[config.mk]
export PLATFORM = sky130hd
export DESIGN_NAME = mc_core
export DESIGN_NICKNAME = d
export VERILOG_FILES = /design/src/rtl/mc_pkg.sv /design/src/rtl/mc_ctrl.sv /design/src/rtl/mc_core.sv
export SDC_FILE = /design/constraint.sdc
export NUM_CORES = 2
export LEC_CHECK = 0
export BUFFER_PORTS_ARGS = -buffer_cell sky130_fd_sc_hd__buf_2
export CAP_MARGIN = 10
export CORE_ASPECT_RATIO = 0.7
export CORE_UTILIZATION = 40
export CTS_CLUSTER_SIZE = 20
export DETAILED_ROUTE_END_ITERATION = 16
export PLACE_DENSITY = 0.56
export SLEW_MARGIN = 15
export SYNTH_ARGS = -nofsm -noshare
export SYNTH_HDL_FRONTEND = slang
export SYNTH_SLANG_ARGS = --single-unit
[constraint.sdc]
create_clock -name CLK -period 7.88 [get_ports CLK]
set_input_delay 1.182 -clock CLK [delete_from_list [all_inputs] [get_ports CLK]]
set_output_delay 1.182 -clock CLK [all_outputs]
set_load 0.1 [all_outputs]
[src/rtl/mc_pkg.sv]
// Shared constants and types for the multicycle MIPS-subset core.
package mc_pkg;

    // Primary opcodes
    localparam logic [5:0] OP_RTYPE = 6'h00;
    localparam logic [5:0] OP_J     = 6'h02;
    localparam logic [5:0] OP_BEQ   = 6'h04;
    localparam logic [5:0] OP_ADDI  = 6'h08;
    localparam logic [5:0] OP_ANDI  = 6'h0C;
    localparam logic [5:0] OP_ORI   = 6'h0D;
    localparam logic [5:0] OP_LW    = 6'h23;
    localparam logic [5:0] OP_SW    = 6'h2B;

    // R-type funct codes
    localparam logic [5:0] FN_ADD = 6'h20;
    localparam logic [5:0] FN_SUB = 6'h22;
    localparam logic [5:0] FN_AND = 6'h24;
    localparam logic [5:0] FN_OR  = 6'h25;
    localparam logic [5:0] FN_SLT = 6'h2A;

    // ALU control encoding
    localparam logic [2:0] ALU_AND = 3'b000;
    localparam logic [2:0] ALU_OR  = 3'b001;
    localparam logic [2:0] ALU_ADD = 3'b010;
    localparam logic [2:0] ALU_SUB = 3'b110;
    localparam logic [2:0] ALU_SLT = 3'b111;

    // ALU B-operand select: B register, constant 4, extended imm, branch offset
    localparam logic [1:0] SRCB_B   = 2'd0;
    localparam logic [1:0] SRCB_4   = 2'd1;
    localparam logic [1:0] SRCB_IMM = 2'd2;
    localparam logic [1:0] SRCB_BR  = 2'd3;

    // PC next-value select
    localparam logic [1:0] PCSRC_ALU    = 2'd0;
    localparam logic [1:0] PCSRC_ALUOUT = 2'd1;
    localparam logic [1:0] PCSRC_JUMP   = 2'd2;

    typedef enum logic [3:0] {
        S_FETCH, S_DECODE, S_MEMADR, S_MEMRD, S_MEMWB, S_MEMWR, S_EXEC,
        S_ALUWB, S_IEXEC, S_IWB, S_BRANCH, S_JUMP, S_HALT
    } state_e;

    function automatic logic funct_ok(input logic [5:0] fn);
        return fn inside {FN_ADD, FN_SUB, FN_AND, FN_OR, FN_SLT};
    endfunction

    function automatic logic [2:0] funct_alu(input logic [5:0] fn);
        case (fn)
            FN_SUB:  return ALU_SUB;
            FN_AND:  return ALU_AND;
            FN_OR:   return ALU_OR;
            FN_SLT:  return ALU_SLT;
            default: return ALU_ADD;
        endcase
    endfunction

endpackage

[src/rtl/mc_ctrl.sv]
// Control FSM: sequences each instruction and decodes datapath enables.
module mc_ctrl
    import mc_pkg::*;
(
    input  logic       clk_i,
    input  logic       rst_i,
    input  logic [5:0] op_i,
    input  logic [5:0] funct_i,
    input  logic       mem_ready_i,
    input  logic       zero_i,
    output logic       pc_write_o,
    output logic [1:0] pc_src_o,
    output logic       ir_write_o,
    output logic       mdr_write_o,
    output logic       ab_write_o,
    output logic       aluout_write_o,
    output logic       reg_write_o,
    output logic       reg_dst_o,
    output logic       mem_to_reg_o,
    output logic       alu_src_a_o,
    output logic [1:0] alu_src_b_o,
    output logic [2:0] alu_ctl_o,
    output logic       mem_req_o,
    output logic       mem_we_o,
    output logic       iord_o,
    output logic       instr_done_o,
    output logic       halted_o
);

    state_e state_q, state_d;

    // Memory request lines depend on state only; reset kills an in-flight request at once.
    assign mem_req_o = !rst_i && (state_q == S_FETCH || state_q == S_MEMRD || state_q == S_MEMWR);
    assign mem_we_o  = (state_q == S_MEMWR);
    assign iord_o    = (state_q == S_MEMRD || state_q == S_MEMWR);
    assign halted_o  = (state_q == S_HALT);

    // State register
    always_ff @(posedge clk_i or posedge rst_i) begin
        if (rst_i) state_q <= S_FETCH;
        else       state_q <= state_d;
    end

    // Next-state and datapath enable decode
    always_comb begin
        state_d        = state_q;
        pc_write_o     = 1'b0;
        pc_src_o       = PCSRC_ALU;
        ir_write_o     = 1'b0;
        mdr_write_o    = 1'b0;
        ab_write_o     = 1'b0;
        aluout_write_o = 1'b0;
        reg_write_o    = 1'b0;
        reg_dst_o      = 1'b0;
        mem_to_reg_o   = 1'b0;
        alu_src_a_o    = 1'b0;
        alu_src_b_o    = SRCB_B;
        alu_ctl_o      = ALU_ADD;
        instr_done_o   = 1'b0;
        case (state_q)
            S_FETCH: begin
                alu_src_b_o = SRCB_4;
                if (mem_ready_i) begin
                    ir_write_o = 1'b1;
                    pc_write_o = 1'b1;
                    state_d    = S_DECODE;
                end
            end
            S_DECODE: begin
                ab_write_o     = 1'b1;
                aluout_write_o = 1'b1;
                alu_src_b_o    = SRCB_BR;
                case (op_i)
                    OP_LW, OP_SW:               state_d = S_MEMADR;
                    OP_RTYPE:                   state_d = funct_ok(funct_i) ? S_EXEC : S_HALT;
                    OP_ADDI, OP_ANDI, OP_ORI:   state_d = S_IEXEC;
                    OP_BEQ:                     state_d = S_BRANCH;
                    OP_J:                       state_d = S_JUMP;
                    default:                    state_d = S_HALT;
                endcase
            end
            S_MEMADR: begin
                alu_src_a_o    = 1'b1;
                alu_src_b_o    = SRCB_IMM;
                aluout_write_o = 1'b1;
                state_d        = (op_i == OP_SW) ? S_MEMWR : S_MEMRD;
            end
            S_MEMRD: begin
                if (mem_ready_i) begin
                    mdr_write_o = 1'b1;
                    state_d     = S_MEMWB;
                end
            end
            S_MEMWB: begin
                reg_write_o  = 1'b1;
                mem_to_reg_o = 1'b1;
                instr_done_o = 1'b1;
                state_d      = S_FETCH;
            end
            S_MEMWR: begin
                if (mem_ready_i) begin
                    instr_done_o = 1'b1;
                    state_d      = S_FETCH;
                end
            end
            S_EXEC: begin
                alu_src_a_o    = 1'b1;
                alu_ctl_o      = funct_alu(funct_i);
                aluout_write_o = 1'b1;
                state_d        = S_ALUWB;
            end
            S_ALUWB: begin
                reg_write_o  = 1'b1;
                reg_dst_o    = 1'b1;
                instr_done_o = 1'b1;
                state_d      = S_FETCH;
            end
            S_IEXEC: begin
                alu_src_a_o    = 1'b1;
                alu_src_b_o    = SRCB_IMM;
                alu_ctl_o      = (op_i == OP_ANDI) ? ALU_AND : (op_i == OP_ORI) ? ALU_OR : ALU_ADD;
                aluout_write_o = 1'b1;
                state_d        = S_IWB;
            end
            S_IWB: begin
                reg_write_o  = 1'b1;
                instr_done_o = 1'b1;
                state_d      = S_FETCH;
            end
            S_BRANCH: begin
                alu_src_a_o  = 1'b1;
                alu_ctl_o    = ALU_SUB;
                pc_src_o     = PCSRC_ALUOUT;
                pc_write_o   = zero_i;
                instr_done_o = 1'b1;
                state_d      = S_FETCH;
            end
            S_JUMP: begin
                pc_src_o     = PCSRC_JUMP;
                pc_write_o   = 1'b1;
                instr_done_o = 1'b1;
                state_d      = S_FETCH;
            end
            S_HALT:  state_d = S_HALT;
            default: state_d = S_HALT;
        endcase
    end

endmodule

[src/rtl/mc_core.sv]
// Multicycle MIPS-subset core: architectural registers, register file and ALU.
module mc_core
    import mc_pkg::*;
#(
    parameter logic [31:0] RESET_PC   = 32'h0000_0000,
    parameter bit          ZEXT_LOGIC = 1'b1
) (
    input  logic        CLK,
    input  logic        Reset,
    output logic        MemReq,
    output logic        MemWe,
    output logic [31:0] MemAddr,
    output logic [31:0] MemWData,
    input  logic [31:0] MemRData,
    input  logic        MemReady,
    output logic [31:0] PC,
    output logic        InstrDone,
    output logic        Halted
);

    logic [31:0] pc_q, pc_d, ir_q, mdr_q, a_q, b_q, aluout_q;
    logic [31:0] rf_q [32];
    logic        pc_write, ir_write, mdr_write, ab_write, aluout_write;
    logic        reg_write, reg_dst, mem_to_reg, alu_src_a, iord, zero;
    logic [1:0]  pc_src, alu_src_b;
    logic [2:0]  alu_ctl;
    logic [31:0] sign_imm, ext_imm, src_a, src_b, alu_y, rf_a, rf_b, wr_data;
    logic [4:0]  wr_addr;

    wire [5:0] op = ir_q[31:26];
    wire [4:0] rs = ir_q[25:21];
    wire [4:0] rt = ir_q[20:16];
    wire [4:0] rd = ir_q[15:11];

    mc_ctrl u_ctrl (
        .clk_i          (CLK),
        .rst_i          (Reset),
        .op_i           (op),
        .funct_i        (ir_q[5:0]),
        .mem_ready_i    (MemReady),
        .zero_i         (zero),
        .pc_write_o     (pc_write),
        .pc_src_o       (pc_src),
        .ir_write_o     (ir_write),
        .mdr_write_o    (mdr_write),
        .ab_write_o     (ab_write),
        .aluout_write_o (aluout_write),
        .reg_write_o    (reg_write),
        .reg_dst_o      (reg_dst),
        .mem_to_reg_o   (mem_to_reg),
        .alu_src_a_o    (alu_src_a),
        .alu_src_b_o    (alu_src_b),
        .alu_ctl_o      (alu_ctl),
        .mem_req_o      (MemReq),
        .mem_we_o       (MemWe),
        .iord_o         (iord),
        .instr_done_o   (InstrDone),
        .halted_o       (Halted)
    );

    assign MemAddr  = iord ? aluout_q : pc_q;
    assign MemWData = b_q;
    assign PC       = pc_q;

    // Immediate extension: only andi/ori may zero-extend, address and addi math always sign-extends.
    assign sign_imm = {{16{ir_q[15]}}, ir_q[15:0]};
    assign ext_imm  = (ZEXT_LOGIC && (op == OP_ANDI || op == OP_ORI)) ? {16'h0, ir_q[15:0]} : sign_imm;

    // Register file read ports; $0 is hardwired to zero.
    assign rf_a    = (rs == 5'd0) ? 32'h0 : rf_q[rs];
    assign rf_b    = (rt == 5'd0) ? 32'h0 : rf_q[rt];
    assign wr_addr = reg_dst ? rd : rt;
    assign wr_data = mem_to_reg ? mdr_q : aluout_q;

    // ALU operand muxes and function
    always_comb begin
        src_a = alu_src_a ? a_q : pc_q;
        case (alu_src_b)
            SRCB_B:   src_b = b_q;
            SRCB_4:   src_b = 32'd4;
            SRCB_IMM: src_b = ext_imm;
            default:  src_b = {sign_imm[29:0], 2'b00};
        endcase
        case (alu_ctl)
            ALU_AND: alu_y = src_a & src_b;
            ALU_OR:  alu_y = src_a | src_b;
            ALU_SUB: alu_y = src_a - src_b;
            ALU_SLT: alu_y = {31'h0, $signed(src_a) < $signed(src_b)};
            default: alu_y = src_a + src_b;
        endcase
        zero = (alu_y == 32'h0);
    end

    // Next PC: sequential increment, branch target held in ALUOut, or jump target
    always_comb begin
        case (pc_src)
            PCSRC_ALU:    pc_d = alu_y;
            PCSRC_ALUOUT: pc_d = aluout_q;
            PCSRC_JUMP:   pc_d = {pc_q[31:28], ir_q[25:0], 2'b00};
            default:      pc_d = pc_q;
        endcase
    end

    // Architectural registers
    always_ff @(posedge CLK or posedge Reset) begin
        if (Reset) begin
            pc_q     <= RESET_PC;
            ir_q     <= 32'h0;
            mdr_q    <= 32'h0;
            a_q      <= 32'h0;
            b_q      <= 32'h0;
            aluout_q <= 32'h0;
        end else begin
            if (pc_write)     pc_q     <= pc_d;
            if (ir_write)     ir_q     <= MemRData;
            if (mdr_write)    mdr_q    <= MemRData;
            if (ab_write)     a_q      <= rf_a;
            if (ab_write)     b_q      <= rf_b;
            if (aluout_write) aluout_q <= alu_y;
        end
    end

    // Register file write port; contents survive reset, writes to $0 dropped
    always_ff @(posedge CLK) begin
        if (reg_write && wr_addr != 5'd0) rf_q[wr_addr] <= wr_data;
    end

endmodule

Word-level counts from Yosys, hierarchy flattened
Memory sizes are Yosys's and may differ from the RTL's.
Cells that the tools add are included.
- reductions and logical operators: 29
- order comparisons: 1
- bitwise gates (word level): 3
- multiplexer cells: 36
- $add $sub $neg: 2
- eq/ne operators: 34
- operators with widths (kind ; count):
    $mux 32 ; 6
    $pmux 32 s3 ; 2
    $pmux 32 s4 ; 1
    $eq 6x6->1 const B ; 7
    $add 32x32->32 ; 1
    $and 32x32->32 ; 1
    $logic_not 32->1 ; 1
    $lt 32x32->1 ; 1
    $or 32x32->32 ; 1
    $pmux 4 s8 ; 1
    $sub 32x32->32 ; 1
    $eq 4x4->1 const B ; 5
    $pmux 4 s5 ; 1
    $eq 6x4->1 const B ; 3
    $eq 4x3->1 const B ; 4
    $mux 4 ; 4
    $pmux 3 s4 ; 1
    $mux 1 ; 11
    $logic_not 5->1 ; 2
    $reduce_bool 5->1 ; 2
    $pmux 3 s3 ; 1
    $eq 4x2->1 const B ; 2
    $reduce_or 4->1 ; 2
    $eq 3x3->1 const B ; 2
    other kinds (30) ; 42
- memory bits (writable): 1024
- logic and storage cells: 114
- bits in registers: 196
- memories: 1
- input bits: 35
- memories (name ; depth ; width ; read ports ; clocked after Yosys merged registers in ; wr ports ; line ; RTL):
    rf_q ; 32 ; 32 ; 2 ; 0 ; 1 ; mc_core.sv:22 ; logic [31:0] rf_q [32];

Longest topological paths before layout
- word-level depth: 10
- gate-level depth with buffers: 23
- depth with buffers taken out: 20

By module
A second synthesis with hierarchy kept.
- cells, all modules: 3997
- area, all modules: 62261.0 sq um
- by module, submodules not included (module ; times used ; area each (sq um) ; sequential area each (sq um) ; cells an instance):
    mc_core ; 1 ; 61507.7 ; 35554.1 ; 3882
    mc_ctrl ; 1 ; 753.2 ; 100.1 ; 115

Worst setup path after synthesis
No wires, ideal clock.
- path type: register to register
- start: register u_ctrl.state_q[1]
- end: register pc_q[0] (netlist: PC[0])
- cell stages (with the launch flop): 23
- setup slack: 2.180 ns
- data required time: 7.754 ns
- data arrival time: 5.574 ns
- cell sequence: dfrtp_1 clkbuf_1 nand2_1 a21oi_1 clkbuf_1 mux2_2 inv_1 ha_1 inv_1 fa_1 nor2b_1 o21ai_1 nand2_1 a221oi_2 o311ai_1 a31o_1 xnor2_1 o221ai_1 nor4b_2 nand4_2 a311oi_4 buf_6 mux2_4
- cells in the longest elaborated chain, start to end: 10
- elaborated cells on any way between the ends: 36
- ends and longest elaborated chain (what ; line ; RTL):
    start, declared ; mc_ctrl.sv:30 ; state_e state_q, state_d;
    start signal, assigned ; mc_ctrl.sv:41 ; else state_q <= state_d;
    $eq 4x2->1 or $eq 4x4->1 (tied branches) ; mc_ctrl.sv:60 ; case (state_q)
    $reduce_or 2->1 (no source line) ; - ;
    $pmux 2 s3 ; mc_ctrl.sv:60 ;
    $eq 2x2->1 (tied with other cells) ; mc_core.sv:78 ; case (alu_src_b)
    $pmux 32 s3 ; mc_core.sv:78 ;
    $add 32x32->32 (tied with other cells) ; mc_core.sv:89 ; default: alu_y = src_a + src_b;
    $pmux 32 s4 ; mc_core.sv:84 ; case (alu_ctl)
    $logic_not 32->1 ; mc_core.sv:91 ; zero = (alu_y == 32'h0);
    $pmux 1 s3 ; mc_ctrl.sv:60 ;
    $reduce_and 2->1 (no source line) ; - ;
    end signal, assigned ; mc_core.sv:114 ; if (pc_write) pc_q <= pc_d;
    end, declared ; mc_core.sv:21 ; logic [31:0] pc_q, pc_d, ir_q, mdr_q, a_q, b_q, aluout_q;
Several ways; a longest one is shown, not always the timed one.
A chain may end at the register's enable or synchronous reset.

Final worst setup path
- start: register u_ctrl.state_q[0]
- end: register pc_q[11] (netlist: PC[11])
The elaborated chain is that of the path after synthesis.

==> impl_results.rst <==
.. list-table::
   :header-rows: 1

   * - Metric
     - Value
   * - Die Outline Area
     - 157000 um2
   * - WP data arrival
     - 7.98 ns
   * - Clock Sink Count
     - 1220
   * - Starting Density
     - 40.5%
   * - Global-route congestion overflow total
     - 0
   * - Global-route wire length before repair
     - 303000 um
   * - Critical Path Fanout Max
     - 20
   * - Cell area after synthesis
     - 62300 um2
   * - CTS Buf Count
     - 116
   * - Most used flip-flop cell after synthesis
     - sky130_fd_sc_hd__edfxtp_1
   * - Clock tree from TritonCTS
     - built
   * - Final-report max-slew violation count
     - 0
   * - Share of post-route cells with drive strength above 1
     - 34.1%
   * - Maximum clock insertion buffer count
     - 3
   * - All-Layer GR Usage
     - 27.4%
   * - F_max
     - 136 MHz
   * - Crit Path Category
     - reg2reg
   * - Transition at the pin with the smallest max-transition slack
     - 1.33 ns
   * - Die height
     - 332 um
   * - Family with the most delay on the worst path
     - simple AND/OR/NAND/NOR gates
   * - Logic depth of the worst setup path including buffers
     - 20
   * - Final WL
     - 215000 um
   * - CTS Hold Bufs
     - 0
   * - Total number of vias
     - 38552
   * - Horizontal die dimension
     - 474 um
   * - Core Region
     - 154000 um2
   * - Number of I/O pins
     - 135
   * - Layout overhead on the synthesized area
     - 11.7%
   * - Worst setup SP type
     - flip-flop
   * - Dominant cell type by area after synthesis
     - sky130_fd_sc_hd__edfxtp_1
   * - Total iterations of the first detailed-routing run
     - 8
   * - Worst clock skew
     - 0.0479 ns
   * - Result of the run
     - finished, final reports clean
   * - Cell depth of the worst hold path
     - 2
   * - Number of cell instances on the worst register-to-register path
     - 20
   * - RSZ-0062 raised after global routing
     - no
   * - Routed wire per std cell
     - 35.7 um
   * - Proportion of netlist area held by the largest area contributor
     - 49.4%
   * - Count of input and output buffers
     - 134
   * - H-Tree Level Count
     - 3
   * - Core occupancy in the finished layout
     - 45.3%
   * - Latest clock arrival within the worst-skew pair
     - 0.76 ns
   * - Detail-routed via count per cell
     - 6.41
   * - Clock slew at the register clock pins of the worst setup and hold paths
     - 0.07 ns
   * - DP Wirelength
     - 135000 um
   * - Final RePlAce weighted congestion
     - 0.963
   * - Maximum number of pins on one net before global-route repair
     - 126
   * - Max-slew headroom
     - 10.9%
   * - WP buf/inv
     - 2
   * - Instance count of the mapped netlist
     - 3718
   * - Starting DRT DRC Count
     - 5587
   * - Warnings, synthesis
     - 0
   * - Async set-reset flop share out of synthesis
     - 16.1%
   * - Final Critical Period
     - 7.37 ns
   * - Crit path cell chain
     - and2_1, o21ai_0, nand2_1, a22o_1, ha_1, inv_1, fa_1, nor2b_1, o21ai_1, a211oi_1, o311a_1, nor3_1, o22ai_1, nor4_1, nand4b_1, nor4b_2, nand4_2, a311oi_4, buf_4, mux2_4
   * - Crit path largest cell delay
     - 0.87 ns
   * - Setup Total Neg Slack
     - 0 ns
   * - Via count of the first global-routing pass
     - 37901
   * - Remaining number of nets flagged by the antenna check after routing
     - 0
   * - Number of enable-type register cells in the synthesized netlist
     - 1024
   * - Syn Area/Cell
     - 16.8 um2
   * - Initial antenna violation count
     - 19
   * - Crit-path slowest cell
     - sky130_fd_sc_hd__dfrtp_1
   * - Number of hold violations in the final report
     - 0
   * - DRC violations left
     - 0
   * - Number of distinct standard cells referenced by the synthesized netlist
     - 109
   * - Count of maximum capacitance violations
     - 0
   * - HP Class
     - reg2reg
   * - Net total in the final layout
     - 3971
   * - Sequential-to-total area share from yosys stat
     - 57.2%
   * - Number of core rows
     - 120
   * - Synth Register Bits
     - 1220
   * - Critical path capture point type
     - flip-flop
   * - Final Setup Violations
     - 0
   * - Worst Path Required
     - 8.49 ns
   * - Number of fillers in the final layout
     - 13334
   * - Share of the clock period used by the worst path
     - 93.5%
   * - Root Buffer Master
     - sky130_fd_sc_hd__clkbuf_16
   * - Synth area leaders
     - sky130_fd_sc_hd__edfxtp_1 49%, sky130_fd_sc_hd__mux4_2 23%, sky130_fd_sc_hd__dfrtp_1 7.9%
cells in the final DEF, fill, tap and decap left out, types with 17 or more instances in the layout:
cell / netlist / routed
sky130_fd_sc_hd__dfrtp_1: 196 / 186
sky130_fd_sc_hd__clkbuf_16: 0 / 118
sky130_fd_sc_hd__o21ai_0: 137 / 136
sky130_fd_sc_hd__ha_1: 100 / 99
sky130_fd_sc_hd__o211ai_1: 27 / 27
sky130_fd_sc_hd__o31ai_1: 18 / 18
sky130_fd_sc_hd__clkinv_2: 0 / 17
sky130_fd_sc_hd__buf_2: 22 / 134
sky130_fd_sc_hd__conb_1: 1 / 32
sky130_fd_sc_hd__buf_4: 8 / 91
sky130_fd_sc_hd__clkbuf_1: 167 / 21
sky130_fd_sc_hd__mux2i_1: 74 / 74
sky130_fd_sc_hd__mux2_4: 20 / 20
sky130_fd_sc_hd__nand3_1: 34 / 31
sky130_fd_sc_hd__inv_1: 94 / 93
sky130_fd_sc_hd__mux2_2: 173 / 173
sky130_fd_sc_hd__nand2_1: 208 / 207
sky130_fd_sc_hd__nor2b_1: 17 / 17
sky130_fd_sc_hd__nor2_1: 189 / 156
sky130_fd_sc_hd__a21oi_1: 138 / 137
sky130_fd_sc_hd__nor3_1: 33 / 30
sky130_fd_sc_hd__clkinv_1: 3 / 33
sky130_fd_sc_hd__nor2_4: 0 / 33
sky130_fd_sc_hd__edfxtp_1: 1024 / 1024
sky130_fd_sc_hd__mux4_2: 640 / 640
worst register-to-register path: stages, from the launching register on:
cell and delay (ns):
sky130_fd_sc_hd__dfrtp_1 0.87, sky130_fd_sc_hd__and2_1 0.32, sky130_fd_sc_hd__o21ai_0 0.10, sky130_fd_sc_hd__nand2_1 0.39, sky130_fd_sc_hd__a22o_1 0.26, sky130_fd_sc_hd__ha_1 0.22, sky130_fd_sc_hd__inv_1 0.08, sky130_fd_sc_hd__fa_1 0.43
sky130_fd_sc_hd__nor2b_1 0.19, sky130_fd_sc_hd__o21ai_1 0.47, sky130_fd_sc_hd__a211oi_1 0.27, sky130_fd_sc_hd__o311a_1 0.34, sky130_fd_sc_hd__nor3_1 0.30, sky130_fd_sc_hd__o22ai_1 0.14, sky130_fd_sc_hd__nor4_1 0.61, sky130_fd_sc_hd__nand4b_1 0.48
sky130_fd_sc_hd__nor4b_2 0.38, sky130_fd_sc_hd__nand4_2 0.23, sky130_fd_sc_hd__a311oi_4 0.36, sky130_fd_sc_hd__buf_4 0.46, sky130_fd_sc_hd__mux2_4 0.37
through the flow:
stage                     hold slack, ns  cell area (um2)  instances  worst slack, ns
after floorplan                    0.444            62400       3749             1.36
after global placement             0.466            65700       5787            0.518
after detailed placement           0.475            65800       5790            0.453
after CTS                          0.486            69600       6008            0.459
after global routing               0.508            69600       6012            0.225
final                              0.487            69600       6014            0.510
Yosys cell counts (7+ instances only):
cell                       instances
sky130_fd_sc_hd__edfxtp_1       1024
sky130_fd_sc_hd__mux4_2          640
sky130_fd_sc_hd__nand2_1         208
sky130_fd_sc_hd__dfrtp_1         196
sky130_fd_sc_hd__nor2_1          189
sky130_fd_sc_hd__mux2_2          173
sky130_fd_sc_hd__clkbuf_1        167
sky130_fd_sc_hd__a21oi_1         138
sky130_fd_sc_hd__o21ai_0         137
sky130_fd_sc_hd__ha_1            100
sky130_fd_sc_hd__inv_1            94
sky130_fd_sc_hd__mux2i_1          74
sky130_fd_sc_hd__buf_1            59
sky130_fd_sc_hd__nand3_1          34
sky130_fd_sc_hd__nor3_1           33
sky130_fd_sc_hd__o211ai_1         27
sky130_fd_sc_hd__buf_2            22
sky130_fd_sc_hd__mux2_4           20
sky130_fd_sc_hd__o31ai_1          18
sky130_fd_sc_hd__nor2b_1          17
sky130_fd_sc_hd__a221oi_1         16
sky130_fd_sc_hd__a211oi_1         15
sky130_fd_sc_hd__a22oi_1          15
sky130_fd_sc_hd__xnor2_1          15
sky130_fd_sc_hd__a21o_1           13
sky130_fd_sc_hd__a222oi_1         12
sky130_fd_sc_hd__a31oi_1          12
sky130_fd_sc_hd__buf_6            11
sky130_fd_sc_hd__nand2b_1         10
sky130_fd_sc_hd__nor4_1           10
sky130_fd_sc_hd__o21a_1           10
sky130_fd_sc_hd__and2_1            9
sky130_fd_sc_hd__nand4_1           9
sky130_fd_sc_hd__or3_1             9
sky130_fd_sc_hd__buf_4             8
sky130_fd_sc_hd__o21ai_1           8
sky130_fd_sc_hd__and3_1            7
state kept, by name, summed over array words and instances, names as in the netlist:
signal / flops
MemWData: 32
PC: 32
a_q: 32
aluout_q: 32
ir_q: 32
mdr_q: 32
rf_q: 1024
u_ctrl.state_q: 4
per-layer routing:
| metal | global-route usage, % | share of wire [%] |
|---|---|---|
| met4 | 7.07 | 2.6 |
| met1 | 41.4 | 44 |
| met3 | 5.19 | 8.3 |
| met2 | 40.5 | 45 |
| met5 | 0 | 0.010 |
path summary, 6_finish.rpt:
check                                        from       end  slack, ns
worst max-delay path            u_ctrl.state_q[0]    PC[11]       0.51
worst min-delay path                       a_q[6]    a_q[6]       0.49
worst max register to register  u_ctrl.state_q[0]    PC[11]       0.51
worst min register to register             a_q[6]    a_q[6]       0.49
max in group asynchronous                   Reset  ir_q[16]       5.54
min in group asynchronous                   Reset    PC[10]       0.66
cells by family (layout without fill, tap and decap cells):
kind of cell,after synthesis,in the layout,share of synthesized area (%)
AOI/OAI and AO/OA,527,527,5.75
DFF,1220,1220,57.2
and+or+nand+nor,577,577,4.29
other,1,38,0.00602
buffers and inverters,365,550,2.42
muxes,907,907,27.9
adders and majority gates,102,102,2.07
xor gates and xnor gates,19,19,0.267
what timing repair did:
item,in CTS,in global routing
setup endpoints to repair,0,19
buffers inserted,0,0
resized for setup,0,1
layout make-up:
class / count / area (um2) / share of cell area [%]
repair buffers: 234 / 1550 / 2.23
clock buffers: 145 / 3110 / 4.47
well taps: 2074 / 2590 / 3.73
flip-flops and latches: 1220 / 35700 / 51.3
inverters: 98 / 375 / 0.539
clock inverters: 73 / 699 / 1.01
diodes: 6 / 15.0 / 0.0216
multi-input cells: 2164 / 25600 / 36.7
Power is not shown: default switching activity piles up to over one toggle a cycle in this logic, so the estimate is an artifact.
